[src/rtl/sprite_fetch_ctrl_pkg.sv]
// Shared PPU definitions for the sprite fetch path: slot count, sequencer
// state encoding and the per-sprite attribute bundle layout.
package sprite_fetch_ctrl_pkg;

    localparam int unsigned NSLOTS = 10;
    localparam int unsigned SLOT_W = 4;

    typedef enum logic [2:0] {
        IDLE,
        SCAN,
        RENDER,
        FETCH_LO,
        FETCH_HI,
        SAVE
    } fetch_state_t;

    // Attribute bundle as delivered by the OAM scanner: {prio, pal, cgb_pal}.
    typedef struct packed {
        logic       prio;
        logic       pal;
        logic [2:0] cgb_pal;
    } spr_attr_t;

endpackage

[src/rtl/sprite_fetch_ctrl_if.sv]
// VRAM read channel between the sprite fetch sequencer and the VRAM arbiter.
//   vram_req   : read request, held until vram_ack
//   vram_plane : 0 = low tile plane, 1 = high tile plane
//   vram_slot  : sprite slot being fetched (address is formed by the arbiter)
//   vram_ack   : read data valid this cycle
//   vram_data  : read data
// master = sequencer side, slave = arbiter side.
interface sprite_fetch_ctrl_if;
    import sprite_fetch_ctrl_pkg::*;

    logic              vram_req;
    logic              vram_plane;
    logic [SLOT_W-1:0] vram_slot;
    logic              vram_ack;
    logic [7:0]        vram_data;

    modport master (
        output vram_req,
        output vram_plane,
        output vram_slot,
        input  vram_ack,
        input  vram_data
    );

    modport slave (
        input  vram_req,
        input  vram_plane,
        input  vram_slot,
        output vram_ack,
        output vram_data
    );

endinterface

[src/rtl/sprite_fetch_ctrl_lowest_bit_sel.sv]
// Priority encoder: index of the lowest set bit of vec, plus an any-set flag.
// Ports:
//   vec : request vector (N bits)
//   idx : index of the lowest set bit (0 when vec is empty)
//   any : 1 when any bit of vec is set
// Shared with the sprite pixel mixer, where the lowest slot also wins.
module sprite_fetch_ctrl_lowest_bit_sel #(
    parameter int unsigned N  = 10,
    parameter int unsigned IW = 4
) (
    input  logic [N-1:0]  vec,
    output logic [IW-1:0] idx,
    output logic          any
);

    always_comb begin
        idx = '0;
        any = |vec;
        // Scan downwards so the last hit written is the lowest index.
        for (int unsigned i = N; i > 0; i--) begin
            if (vec[i-1]) begin
                idx = IW'(i - 1);
            end
        end
    end

endmodule

[src/rtl/sprite_fetch_ctrl.sv]
// Per-scanline sprite fetch sequencer.
// Allocates scanned sprites to the sprite extra stores in scan order, then
// during rendering stalls the background pipeline and fetches both tile
// planes from VRAM for every store whose X matches, writing them back.
// Ports:
//   clk, reset_n      : clock, asynchronous active-low reset
//   ce                : clock enable for all state
//   line_start        : starts (or aborts and restarts) a scanline
//   oam_valid/oam_x/oam_attr/scan_done : OAM scanner results
//   render_x, x_match_vec              : pixel X and store match lines
//   store_reset, store_xpos, save_x_vec, tile_save_vec : store control
//   tile0_o, tile1_o, index_o, pal_o, prio_o, cgb_pal_o : store write data
//   vram              : VRAM read channel (master modport)
//   bg_stall          : hold background fetcher / pixel shifter
//   overflow          : a sprite beyond NSLOTS was dropped this line
module sprite_fetch_ctrl #(
    parameter int unsigned NSLOTS = sprite_fetch_ctrl_pkg::NSLOTS
) (
    input  logic                clk,
    input  logic                reset_n,
    input  logic                ce,
    input  logic                line_start,
    input  logic                oam_valid,
    input  logic [7:0]          oam_x,
    input  logic [4:0]          oam_attr,
    input  logic                scan_done,
    input  logic [7:0]          render_x,
    input  logic [NSLOTS-1:0]   x_match_vec,
    output logic                store_reset,
    output logic [7:0]          store_xpos,
    output logic [NSLOTS-1:0]   save_x_vec,
    output logic [NSLOTS-1:0]   tile_save_vec,
    output logic [7:0]          tile0_o,
    output logic [7:0]          tile1_o,
    output logic [3:0]          index_o,
    output logic                pal_o,
    output logic                prio_o,
    output logic [2:0]          cgb_pal_o,
    sprite_fetch_ctrl_if.master vram,
    output logic                bg_stall,
    output logic                overflow
);
    import sprite_fetch_ctrl_pkg::*;

    fetch_state_t      state;
    logic [SLOT_W-1:0] count;
    logic [NSLOTS-1:0] valid_q;
    logic [NSLOTS-1:0] fetched_q;
    spr_attr_t         attr_q [NSLOTS];
    logic [SLOT_W-1:0] slot_q;
    logic              req_q;
    logic              plane_q;
    logic [7:0]        tile0_q;
    logic [7:0]        tile1_q;
    logic [SLOT_W-1:0] index_q;
    spr_attr_t         attr_o_q;
    logic              overflow_q;

    logic [NSLOTS-1:0] pending;
    logic [SLOT_W-1:0] sel;
    logic              pend_any;
    logic              alloc_ok;
    spr_attr_t         slot_attr;

    assign pending  = x_match_vec & valid_q & ~fetched_q;
    assign alloc_ok = 32'(count) < NSLOTS;

    sprite_fetch_ctrl_lowest_bit_sel #(
        .N  (NSLOTS),
        .IW (SLOT_W)
    ) u_sel (
        .vec (pending),
        .idx (sel),
        .any (pend_any)
    );

    always_comb begin
        store_reset   = ce & line_start;
        store_xpos    = (state == SCAN) ? oam_x : render_x;
        save_x_vec    = '0;
        tile_save_vec = '0;
        slot_attr     = '0;
        for (int unsigned i = 0; i < NSLOTS; i++) begin
            // A line_start in the same cycle aborts the line, so it masks
            // both strobes even though the state has not moved yet.
            if (ce && !line_start && state == SCAN && oam_valid && 32'(count) == i) begin
                save_x_vec[i] = 1'b1;
            end
            if (ce && !line_start && state == SAVE && 32'(index_q) == i) begin
                tile_save_vec[i] = 1'b1;
            end
            if (32'(slot_q) == i) begin
                slot_attr = attr_q[i];
            end
        end
        bg_stall = ((state == RENDER) && pend_any) ||
                   (state == FETCH_LO) || (state == FETCH_HI) || (state == SAVE);
    end

    always_ff @(posedge clk or negedge reset_n) begin
        if (!reset_n) begin
            state      <= IDLE;
            count      <= '0;
            valid_q    <= '0;
            fetched_q  <= '0;
            for (int unsigned i = 0; i < NSLOTS; i++) begin
                attr_q[i] <= '0;
            end
            slot_q     <= '0;
            req_q      <= 1'b0;
            plane_q    <= 1'b0;
            tile0_q    <= '0;
            tile1_q    <= '0;
            index_q    <= '0;
            attr_o_q   <= '0;
            overflow_q <= 1'b0;
        end else if (ce) begin
            if (line_start) begin
                state      <= SCAN;
                count      <= '0;
                valid_q    <= '0;
                fetched_q  <= '0;
                req_q      <= 1'b0;
                plane_q    <= 1'b0;
                overflow_q <= 1'b0;
            end else begin
                case (state)
                    IDLE: begin
                    end
                    SCAN: begin
                        if (oam_valid) begin
                            if (alloc_ok) begin
                                for (int unsigned i = 0; i < NSLOTS; i++) begin
                                    if (32'(count) == i) begin
                                        attr_q[i]  <= spr_attr_t'(oam_attr);
                                        valid_q[i] <= 1'b1;
                                    end
                                end
                                count <= count + SLOT_W'(1);
                            end else begin
                                overflow_q <= 1'b1;
                            end
                        end
                        if (scan_done) begin
                            state <= RENDER;
                        end
                    end
                    RENDER: begin
                        if (pend_any) begin
                            state   <= FETCH_LO;
                            slot_q  <= sel;
                            req_q   <= 1'b1;
                            plane_q <= 1'b0;
                        end
                    end
                    FETCH_LO: begin
                        if (vram.vram_ack) begin
                            tile0_q <= vram.vram_data;
                            plane_q <= 1'b1;
                            state   <= FETCH_HI;
                        end
                    end
                    FETCH_HI: begin
                        if (vram.vram_ack) begin
                            tile1_q  <= vram.vram_data;
                            index_q  <= slot_q;
                            attr_o_q <= slot_attr;
                            req_q    <= 1'b0;
                            plane_q  <= 1'b0;
                            state    <= SAVE;
                        end
                    end
                    SAVE: begin
                        for (int unsigned i = 0; i < NSLOTS; i++) begin
                            if (32'(index_q) == i) begin
                                fetched_q[i] <= 1'b1;
                            end
                        end
                        state <= RENDER;
                    end
                    default: begin
                        state <= IDLE;
                    end
                endcase
            end
        end
    end

    assign vram.vram_req   = req_q;
    assign vram.vram_plane = plane_q;
    assign vram.vram_slot  = slot_q;
    assign tile0_o         = tile0_q;
    assign tile1_o         = tile1_q;
    assign index_o         = index_q;
    assign prio_o          = attr_o_q.prio;
    assign pal_o           = attr_o_q.pal;
    assign cgb_pal_o       = attr_o_q.cgb_pal;
    assign overflow        = overflow_q;

endmodule

[src/flat_wrapper.sv]
// flat-port wrapper written by rule: the top's interface ports become plain ports
module sprite_fetch_ctrl_flat import sprite_fetch_ctrl_pkg::*;
#(
    parameter int unsigned NSLOTS = sprite_fetch_ctrl_pkg::NSLOTS
)
  (clk, reset_n, ce, line_start, oam_valid, oam_x, oam_attr, scan_done, render_x, x_match_vec, store_reset, store_xpos, save_x_vec, tile_save_vec, tile0_o, tile1_o, index_o, pal_o, prio_o, cgb_pal_o, bg_stall, overflow, vram_vram_req, vram_vram_plane, vram_vram_slot, vram_vram_ack, vram_vram_data);
  sprite_fetch_ctrl_if vram_i ();
  input  logic clk;
  input  logic reset_n;
  input  logic ce;
  input  logic line_start;
  input  logic oam_valid;
  input  logic [7:0] oam_x;
  input  logic [4:0] oam_attr;
  input  logic scan_done;
  input  logic [7:0] render_x;
  input  logic [NSLOTS-1:0] x_match_vec;
  output logic store_reset;
  output logic [7:0] store_xpos;
  output logic [NSLOTS-1:0] save_x_vec;
  output logic [NSLOTS-1:0] tile_save_vec;
  output logic [7:0] tile0_o;
  output logic [7:0] tile1_o;
  output logic [3:0] index_o;
  output logic pal_o;
  output logic prio_o;
  output logic [2:0] cgb_pal_o;
  output logic bg_stall;
  output logic overflow;
  output wire logic [$bits(vram_i.vram_req)-1:0] vram_vram_req;
  output wire logic [$bits(vram_i.vram_plane)-1:0] vram_vram_plane;
  output wire logic [$bits(vram_i.vram_slot)-1:0] vram_vram_slot;
  input wire logic [$bits(vram_i.vram_ack)-1:0] vram_vram_ack;
  input wire logic [$bits(vram_i.vram_data)-1:0] vram_vram_data;
  assign vram_vram_req = vram_i.vram_req;
  assign vram_vram_plane = vram_i.vram_plane;
  assign vram_vram_slot = vram_i.vram_slot;
  assign vram_i.vram_ack = vram_vram_ack;
  assign vram_i.vram_data = vram_vram_data;
  sprite_fetch_ctrl #(.NSLOTS(NSLOTS)) u_core (.clk(clk), .reset_n(reset_n), .ce(ce), .line_start(line_start), .oam_valid(oam_valid), .oam_x(oam_x), .oam_attr(oam_attr), .scan_done(scan_done), .render_x(render_x), .x_match_vec(x_match_vec), .store_reset(store_reset), .store_xpos(store_xpos), .save_x_vec(save_x_vec), .tile_save_vec(tile_save_vec), .tile0_o(tile0_o), .tile1_o(tile1_o), .index_o(index_o), .pal_o(pal_o), .prio_o(prio_o), .cgb_pal_o(cgb_pal_o), .vram(vram_i), .bg_stall(bg_stall), .overflow(overflow));
endmodule
[config.mk]
export PLATFORM = sky130hd
export DESIGN_NAME = sprite_fetch_ctrl_flat
export DESIGN_NICKNAME = d
export VERILOG_FILES = /design/src/rtl/sprite_fetch_ctrl_pkg.sv /design/src/rtl/sprite_fetch_ctrl_if.sv /design/src/rtl/sprite_fetch_ctrl_lowest_bit_sel.sv /design/src/rtl/sprite_fetch_ctrl.sv /design/src/flat_wrapper.sv
export SDC_FILE = /design/constraint.sdc
export NUM_CORES = 1
export LEC_CHECK = 0
export ABC_AREA = 1
export CELL_PAD_IN_SITES_DETAIL_PLACEMENT = 1
export CELL_PAD_IN_SITES_GLOBAL_PLACEMENT = 2
export CORE_ASPECT_RATIO = 0.9
export CORE_UTILIZATION = 30
export CTS_CLUSTER_DIAMETER = 60
export DETAILED_ROUTE_END_ITERATION = 16
export PLACE_DENSITY_LB_ADDON = 0.08
export RECOVER_POWER = 100
export SLEW_MARGIN = 15
export SYNTH_ARGS = -nofsm -noshare
export SYNTH_HDL_FRONTEND = slang
export SYNTH_HIERARCHICAL = 1
export SYNTH_SLANG_ARGS = --single-unit
[constraint.sdc]
create_clock -name clk -period 2.2 [get_ports clk]
set_input_delay 0.44 -clock clk [delete_from_list [all_inputs] [get_ports clk]]
set_output_delay 0.44 -clock clk [all_outputs]
set_load 0.05 [all_outputs]
## Word-level counts from Yosys, hierarchy flattened

Cells that the tools add are included.

- Output and inout port bits: 62
- Register bits after elaboration: 109
- Memory bits (writable): 0
- Bits in read-only memories: 0
- Memories: 0
- Bits of input ports: 46
- Bits in latches: 0

- Div/mod/pow operators: 0
- Shift operators: 0
- Magnitude comparators: 1
- Add/sub/neg operators: 1
- Reduce and logical (&&, ||, !) cells: 98
- Mux-type cells: 89
- Bitwise logic cells: 5
- Equal/unequal tests: 38
- Multipliers: 0

Operators by type and width:

| cell | count |
|---|---|
| AND reduction 6 bit | 11 |
| 2-to-1 mux 10 bit | 6 |
| 2-to-1 mux 4 bit | 14 |
| AND reduction 5 bit | 11 |
| 2-to-1 mux 1 bit | 50 |
| 2-to-1 mux 5 bit | 10 |
| equality test 4 x 3 -> 1 bit (second input constant) | 12 |
| nonzero test 2 bit | 24 |
| AND reduction 3 bit | 10 |
| logical AND 1 bit | 25 |
| equality test 4 x 2 -> 1 bit (second input constant) | 6 |
| equality test 4 bit (second input constant) | 6 |
| AND reduction 4 bit | 6 |
| bitwise AND 10 bit | 2 |
| case mux 3 bit (6 select lines) | 1 |
| 2-to-1 mux 3 bit | 5 |
| equality test 4 x 1 -> 1 bit (second input constant) | 3 |
| logical NOT 4 bit | 3 |
| inverter 10 bit | 1 |
| OR reduction 10 bit | 1 |
| != test 3 bit (second input constant) | 3 |
| 2-to-1 mux 8 bit | 1 |
| equality test 3 x 2 -> 1 bit (second input constant) | 2 |
| equality test 3 bit (second input constant) | 2 |
| 14 further kinds | 17 |

## Depth between registers and ports, before layout

Gate-level depths: netlist of the first run.

- Depth after elaboration: 12
- Mapped depth: 13
- Mapped depth without buffers: 13

## By module

Netlist of the first run, hierarchy kept.

By module, submodules not included:

| module | cells each | area each (um^2) | instances |
|---|---|---|---|
| sprite_fetch_ctrl | 670 | 5424.0 | 1 |
| sprite_fetch_ctrl_lowest_bit_sel | 28 | 122.6 | 1 |

## Worst setup path before layout of the first run

OpenSTA, ideal clock, no wires.

- Path kind: register to output
- Start: reg u_core.state[0]
- End: out save_x_vec[8]
- Data required time: 1.760 ns
- Buffers on the path: 2
- Cell stages (with the launch flop): 7
- Setup slack: -0.735 ns
- Data arrival time: 2.495 ns
- Cells stage by stage: dfrtp_1 -> inv_2 -> nor2_2 -> nand2_1 -> buf_6 -> buf_1 -> nor4_1

- Longest elaborated chain between the ends: 5

Ends and longest elaborated chain:

| what | line | RTL |
|---|---|---|
| start: declaration | sprite_fetch_ctrl.sv:45 | `fetch_state_t state;` |
| start signal: assignment | sprite_fetch_ctrl.sv:102 | `state <= IDLE;` |
| start signal: assignment | sprite_fetch_ctrl.sv:119 | `state <= SCAN;` |
| start signal: assignment | sprite_fetch_ctrl.sv:145 | `state <= RENDER;` |
| equality test 3 x 1 -> 1 bit | sprite_fetch_ctrl.sv:86 | `if (ce && !line_start && state == SCAN && oam_valid && 32'(count) == i) begin` |
| logical AND 1 bit (3 in series) | sprite_fetch_ctrl.sv:86 |  |
| 2-to-1 mux 1 bit | sprite_fetch_ctrl.sv:86 |  |
| end: declaration | flat_wrapper.sv:20 | `output logic [NSLOTS-1:0] save_x_vec;` |

No other way between the ends.

## Worst setup path after layout of the first run

- Start: reg u_core.state[1]
- End: out save_x_vec[5]

Same word-level chain as after synthesis.

==> flow_summary_export.csv, run 1 <==
group,metric,value,unit
cells_and_area,antenna_cells,0,
drt,wl_per_cell,17.3,um
global_routing,antenna_found_initial,0,
sta,max_freq,0.446,GHz
sta,fin_skew,0.0134,ns
global_routing,met3_usage,3.19,%
sta,finalCritPeriodShare,102,%
power,ir_drop,0.000716,V
clock_network,cts_max_level,3,
yosys,synthCells,698,
sta,fin_crit,2.24,ns
yosys,synth_fp_nets,748,
clock_network,cts_tree,"yes",
drt,dr.pass1.iters,5,
sta,setup_viol,6,
yosys,synth_top_flop_cell,"dfrtp_1",
status,failed_checks,"negative setup slack",
sta,hold_viol_final,0,
power,p_per_area,1130,mW/mm2
min_path,hold_path.class,"in2async",
critical_path,reg2reg_from,"u_core/valid_q[1]",
yosys,synth_most_common_cell,"nand2_1",
yosys,synthArstFlopShare,100,%
yosys,ys_types,34,
cells_and_area,seqCellArea,0.00273,mm2
clock_network,cts_root_buffer,"clkbuf_16",
drt,route.detailed.drc,0,
global_routing,use_met1,27.3,%
drt,ant_nets,0,
global_routing,grtUsageMet2,38.5,%
global_routing,grt_pass1_vias,5830,
floorplan,die_x,145,um
yosys,synth_common_cells,"nand2_1, dfrtp_1, nor2_1",
power,p_leak,4.04,nW
clock_network,clk_latency,0.36,ns
global_routing,grt_remaining_overflow,0,
critical_path,start_kind,"flop",
place,post_dp_cell_area,0.00743,mm2
drt,first_iter_violations,201,
critical_path,path_class,"reg2out",
global_routing,grt_usage,21.6,%
cells_and_area,fin_area,0.00837,mm2
global_routing,grt_pass1_wl,31.6,mm
global_routing,grt_max_degree,47,
clock_network,clk_pin_slew,0.08,ns
floorplan,io_pins,108,
yosys,yosys-top-cells-area,"dfrtp_1, nand2_1, o21ai_0",
global_routing,busiest_layer,"met2",
clock_network,clock-sinks,109,
critical_path,critPathMaxFanout,4,
clock_network,hold_buffers,0,
sta,slew_viol_final,0,
critical_path,cp.arrival,1.80,ns
clock_network,cts_buffers,9,
cells_and_area,nets,950,
critical_path,timing.rr.end,"u_core/vram.vram_slot[2]",
critical_path,cp_data_required_time,1.76,ns
sta,tightest_slew,1.23,ns
yosys,synth-edff-count,0,
critical_path,r2r_cells,14,
place,gp_congestion,0.843,
cells_and_area,multi_input_area,0.00250,mm2
yosys,avgSynthCellArea,7.95,um2
sta,slew_headroom,18.1,%
cells_and_area,final_core_util,46.9,%
place,port_buffers,107,
yosys,seq_area_frac_synth,49.2,%
critical_path,rrSetupSlack,0.14,ns
yosys,yosysTopAreaCell,"dfrtp_1",
cells_and_area,drive_gt1_share,29.2,%
yosys,synth_area,0.00555,mm2
drt,avgViaCountPerCell,4.79,
sta,rsz0062_at_grt,"yes",
floorplan,die_area,0.0190,mm2
critical_path,worst_setup_path_end_kind,"output port",
yosys,synth_top_area_share,49.2,%
drt,wl,19.8,mm
status,status,"finished, violations left",
yosys,ys_ff_latch,109,
yosys,ys_warn_count,6,
sta,timing.final.ws_setup,-0.0433,ns
drt,num_vias,5485,
run,drv_cap,0,
floorplan,fp.dieH,131,um
place,dpl.hpwl,14.5,mm
floorplan,initial_core_util,31.1,%
cells_and_area,n_fill_cell,2122,
cells_and_area,area_growth,51.0,%
clock_network,max-clock-path-buffers,2,
floorplan,num_rows,46,
floorplan,coreArea,0.0178,mm2
## kinds of logic after synthesis
group | synth area share, %
AOI/OAI and AO/OA | 14.0
adders and majority gates | 0.902
buffers and inverters | 9.20
DFF | 49.2
and+or+nand+nor | 26.7
## cell type report
class / count / share of cell area, %
inverters: 102 / 5.01
flip-flops and latches: 109 / 32.7
clock inverters: 6 / 1.12
well taps: 240 / 3.59
clock buffers: 10 / 2.73
repair inverters: 1 / 0.105
repair buffers: 208 / 24.9
multi-input cells: 469 / 29.9
## layout by cell type, fill, tap and decap left out, types with 13 or more instances in the layout
master and count:
buf_6 13, nor2_1 70, clkdlybuf4s50_1 69, nand2_1 185, buf_4 86, nor2_2 13
inv_1 59, a21oi_1 17, inv_2 32, buf_12 22, dfrtp_1 104, nand3_1 17
o21ai_0 63, o21ai_2 18
## worst max-delay path by stage
stage / start / end / slack [ns] / cells past startpoint
after floorplan: u_core/state[0] / save_x_vec[8] / -0.17 / 6
after global placement: ce / save_x_vec[7] / -0.08 / 7
after detailed placement: x_match_vec[3] / u_core/vram.vram_req / -0.15 / 14
after CTS: u_core/count[1] / save_x_vec[1] / -0.08 / 7
after global routing: u_core/count[1] / save_x_vec[1] / -0.13 / 7
final: u_core/state[1] / save_x_vec[5] / -0.04 / 6
## critical path: stages (launching register included)
cell	delay [ns]
dfrtp_1	0.45
nor2_4	0.13
nand2_4	0.13
buf_16	0.16
nor4_4	0.26
buf_4	0.17
buf_12	0.13
## registers in the layout (all words and copies together) (netlist names)
name and count:
u_core/tile1_o 8, u_core/overflow 1, u_core/attr_q 50, u_core/prio_o 1, u_core/vram.vram_req 1, u_core/fetched_q 10
u_core/valid_q 10, u_core/vram.vram_slot 4, u_core/count 4, u_core/pal_o 1, u_core/cgb_pal_o 3, u_core/tile0_o 8
u_core/index_o 4, u_core/vram.vram_plane 1, u_core/state 3
## metal layers
metal / vias to the layer above / wire length [um]
met3: 17 / 650
li1: 2633 / -
met1: 2717 / 9040
met2: 118 / 9800
met4: 0 / 323
met5: - / 0
## report_power, final
group / total (mW) / internal [mW] / switching [mW]
registers: 2.99 / 2.53 / 0.459
clock network: 1.79 / 1.01 / 0.785
logic: 4.64 / 1.79 / 2.85
total: 9.42 / 5.33 / 4.09
## per-stage QoR
step / total power [mW] / setup TNS (ns) / hold WS [ns] / cells / worst slack, ns
global route: 9.96 / -2.53 / 0.408 / 1145 / -0.129
global placement: 6.66 / -0.799 / 0.463 / 1084 / -0.0827
detailed placement: 6.77 / -2.34 / 0.470 / 1084 / -0.146
CTS: 9.16 / -0.434 / 0.117 / 1134 / -0.0829
floorplan: 5.28 / -0.348 / 0.144 / 698 / -0.174
finish: 9.42 / -0.160 / 0.307 / 1145 / -0.0433
## what timing repair did
action	4_1_cts	5_1_grt
endpoints found under the setup margin	28	30
endpoints found under the hold margin	0	0
gates resized for setup	51	47
gates cloned	2	0
setup buffers	32	11
pin swaps	17	20
No activity file was read; power rests on OpenSTA's default activity.
==> run 2: changes to the inputs <==
CELL_PAD_IN_SITES_DETAIL_PLACEMENT = default   (was 1)
CELL_PAD_IN_SITES_GLOBAL_PLACEMENT = default   (was 2)
CORE_UTILIZATION = 54   (was 30)
CTS_BUF_LIST = sky130_fd_sc_hd__clkbuf_8   (was default)
==> run 2 against run 1 <==
The run still ends with negative setup slack left. Final area shrank 2.7%. Clock skew shrank 0.0023 ns. Global-route usage grew 12 points. Non-clock buffer count grew 5. Via count grew 6.1%. Sequential share of layout area grew 0.94 points.
==> flow_summary_export.csv, run 2 (synthesized netlist as in run 1, its figures left out) <==
group,metric,value,unit
status,status,"finished, violations left",
status,failed_checks,"negative setup slack",
critical_path,rrSetupSlack,0.05,ns
cells_and_area,final_core_util,82.9,%
critical_path,r2r_cells,14,
critical_path,critPathMaxFanout,2,
drt,route.detailed.drc,0,
clock_network,cts_tree,"yes",
sta,finalCritPeriodShare,104,%
sta,setup_viol,10,
global_routing,antenna_found_initial,0,
critical_path,critPathLaunch,"u_core/valid_q[7]",
global_routing,grt_usage,34.0,%
global_routing,grt_pass1_wl,27.6,mm
floorplan,io_pins,108,
cells_and_area,layout_commonest_cell,"nand2_1",
sta,slew_viol_final,0,
sta,max_freq,0.436,GHz
cells_and_area,layout_common_cells,"nand2_1, dfrtp_1, buf_4",
cells_and_area,largest_register_ffs,50,
critical_path,cp_data_required_time,1.76,ns
sta,totalNegativeSetupSlack,-0.385,ns
critical_path,timing.rr.end,"u_core/vram.vram_slot[3]",
clock_network,max-clock-path-buffers,2,
cells_and_area,antenna_cells,0,
floorplan,initial_core_util,56.4,%
floorplan,die_area,0.0107,mm2
cells_and_area,reg_top3,"u_core/attr_q (50), u_core/fetched_q (10), u_core/valid_q (10)",
power,ir_drop,0.00138,V
min_path,hold_path.class,"in2async",
critical_path,cp-endpoint,"bg_stall",
critical_path,start_kind,"flop",
drt,num_vias,5817,
place,port_buffers,107,
sta,tightest_slew,1.00,ns
clock_network,cts_root_buffer,"clkbuf_8",
cells_and_area,area_growth,46.8,%
power,power,8.70,mW
floorplan,die_x,109,um
sta,fin_skew,0.0111,ns
place,gp_congestion,0.933,
clock_network,hold_buffers,0,
cells_and_area,largest-register,"u_core/attr_q",
sta,rsz0062_at_grt,"yes",
drt,first_iter_violations,546,
drt,wl_per_cell,17.7,um
drt,wl,18.3,mm
run,drv_cap,0,
floorplan,coreArea,0.00983,mm2
clock_network,cts_buffers,9,
critical_path,worst_setup_path_end_kind,"output port",
drt,dr.pass1.iters,5,
power,p_leak,4.01,nW
floorplan,fp.dieH,98.1,um
clock_network,clk_pin_slew,0.10,ns
drt,ant_nets,0,
clock_network,clock-sinks,109,
cells_and_area,nets,955,
critical_path,cp.arrival,1.85,ns
global_routing,grt_max_degree,40,
global_routing,grt_pass1_vias,5578,
cells_and_area,final-instance-count-excl-fill,1035,
sta,slew_headroom,33.2,%
floorplan,num_rows,34,
global_routing,grt_remaining_overflow,0,
clock_network,clk_latency,0.37,ns
place,dpl.hpwl,12.1,mm
critical_path,reg2reg_from,"u_core/valid_q[7]",
power,p_per_area,1070,mW/mm2
drt,avgViaCountPerCell,5.62,
critical_path,path_class,"reg2out",
sta,hold_viol_final,0,
sta,fin_crit,2.29,ns
cells_and_area,drive_gt1_share,30.5,%
place,dp.cells,969,
sta,timing.final.ws_setup,-0.0945,ns
clock_network,cts_max_level,3,
## run 2: changes by cell type in the layout (fill, tap and decap cells not counted), moves of 3 or more
cell	previous run	this run
buf_4	86	93
buf_6	13	6
clkbuf_16	9	0
clkbuf_8	0	10
clkdlybuf4s50_1	69	65
dlymetal6s2s_1	3	6
nor2_1	70	62
nor2_2	13	20
## run 2: power breakdown
group	internal, mW	switching [mW]
registers	2.53	0.451
logic	1.62	2.86
clock network	0.556	0.680
## run 2: timing repair
item / 4_1_cts / 5_1_grt
gates cloned: 1 / 0
hold endpoints to repair: 0 / 0
endpoints found under the setup margin: 28 / 27
pin swaps: 17 / 36
resized for setup: 60 / 57
setup buffers: 37 / 15
## run 2: metal layers
layer | up-vias | routed length (um) | global-route usage (%) | part of all wire (%)
met4 | 0 | 668 | 11.3 | 3.6
met3 | 64 | 1840 | 8.81 | 10
met1 | 2738 | 6970 | 43.4 | 38
met2 | 372 | 8830 | 56.0 | 48
li1 | 2643 | - | - | -
met5 | - | 0 | 0 | 0
## run 2: final cells by class
cell class	instances	area, um2
flip-flops and latches	109	2740
multi-input cells	469	2560
repair buffers	213	2060
fillers	622	1680
inverters	102	424
well taps	126	158
clock buffers	10	138
clock inverters	5	60.1
repair inverters	1	6.26
## run 2: worst max-delay path, cell delays in order, from the launching register on
cell and delay (ns):
dfrtp_1 0.39, nand2_1 0.09, nor2_2 0.06, nor2_2 0.21, nand3_2 0.12, nor2_1 0.11, nand2_1 0.11, nand2_1 0.12
nand3_2 0.11, buf_12 0.16
## run 2: how the worst min path moves through the flow
stage	startpoint	cells after the start	end
5_1_grt	reset_n	1	u_core/tile0_o[0]
2_1_floorplan	reset_n	0	u_core/attr_q[0]
3_5_place_dp	reset_n	1	u_core/tile0_o[0]
4_1_cts	reset_n	1	u_core/tile0_o[0]
3_3_place_gp	reset_n	1	u_core/tile0_o[1]
6_report	reset_n	1	u_core/tile0_o[0]
## run 2: per-stage QoR
step,setup slack (ns),instance area (um2),hold slack (ns)
6_report,-0.0945,8140,0.209
5_1_grt,-0.142,8140,0.277
4_1_cts,-0.0358,7930,0.0428
3_5_place_dp,-0.206,7270,0.461
3_3_place_gp,-0.124,7270,0.431
2_1_floorplan,-0.174,5560,0.144
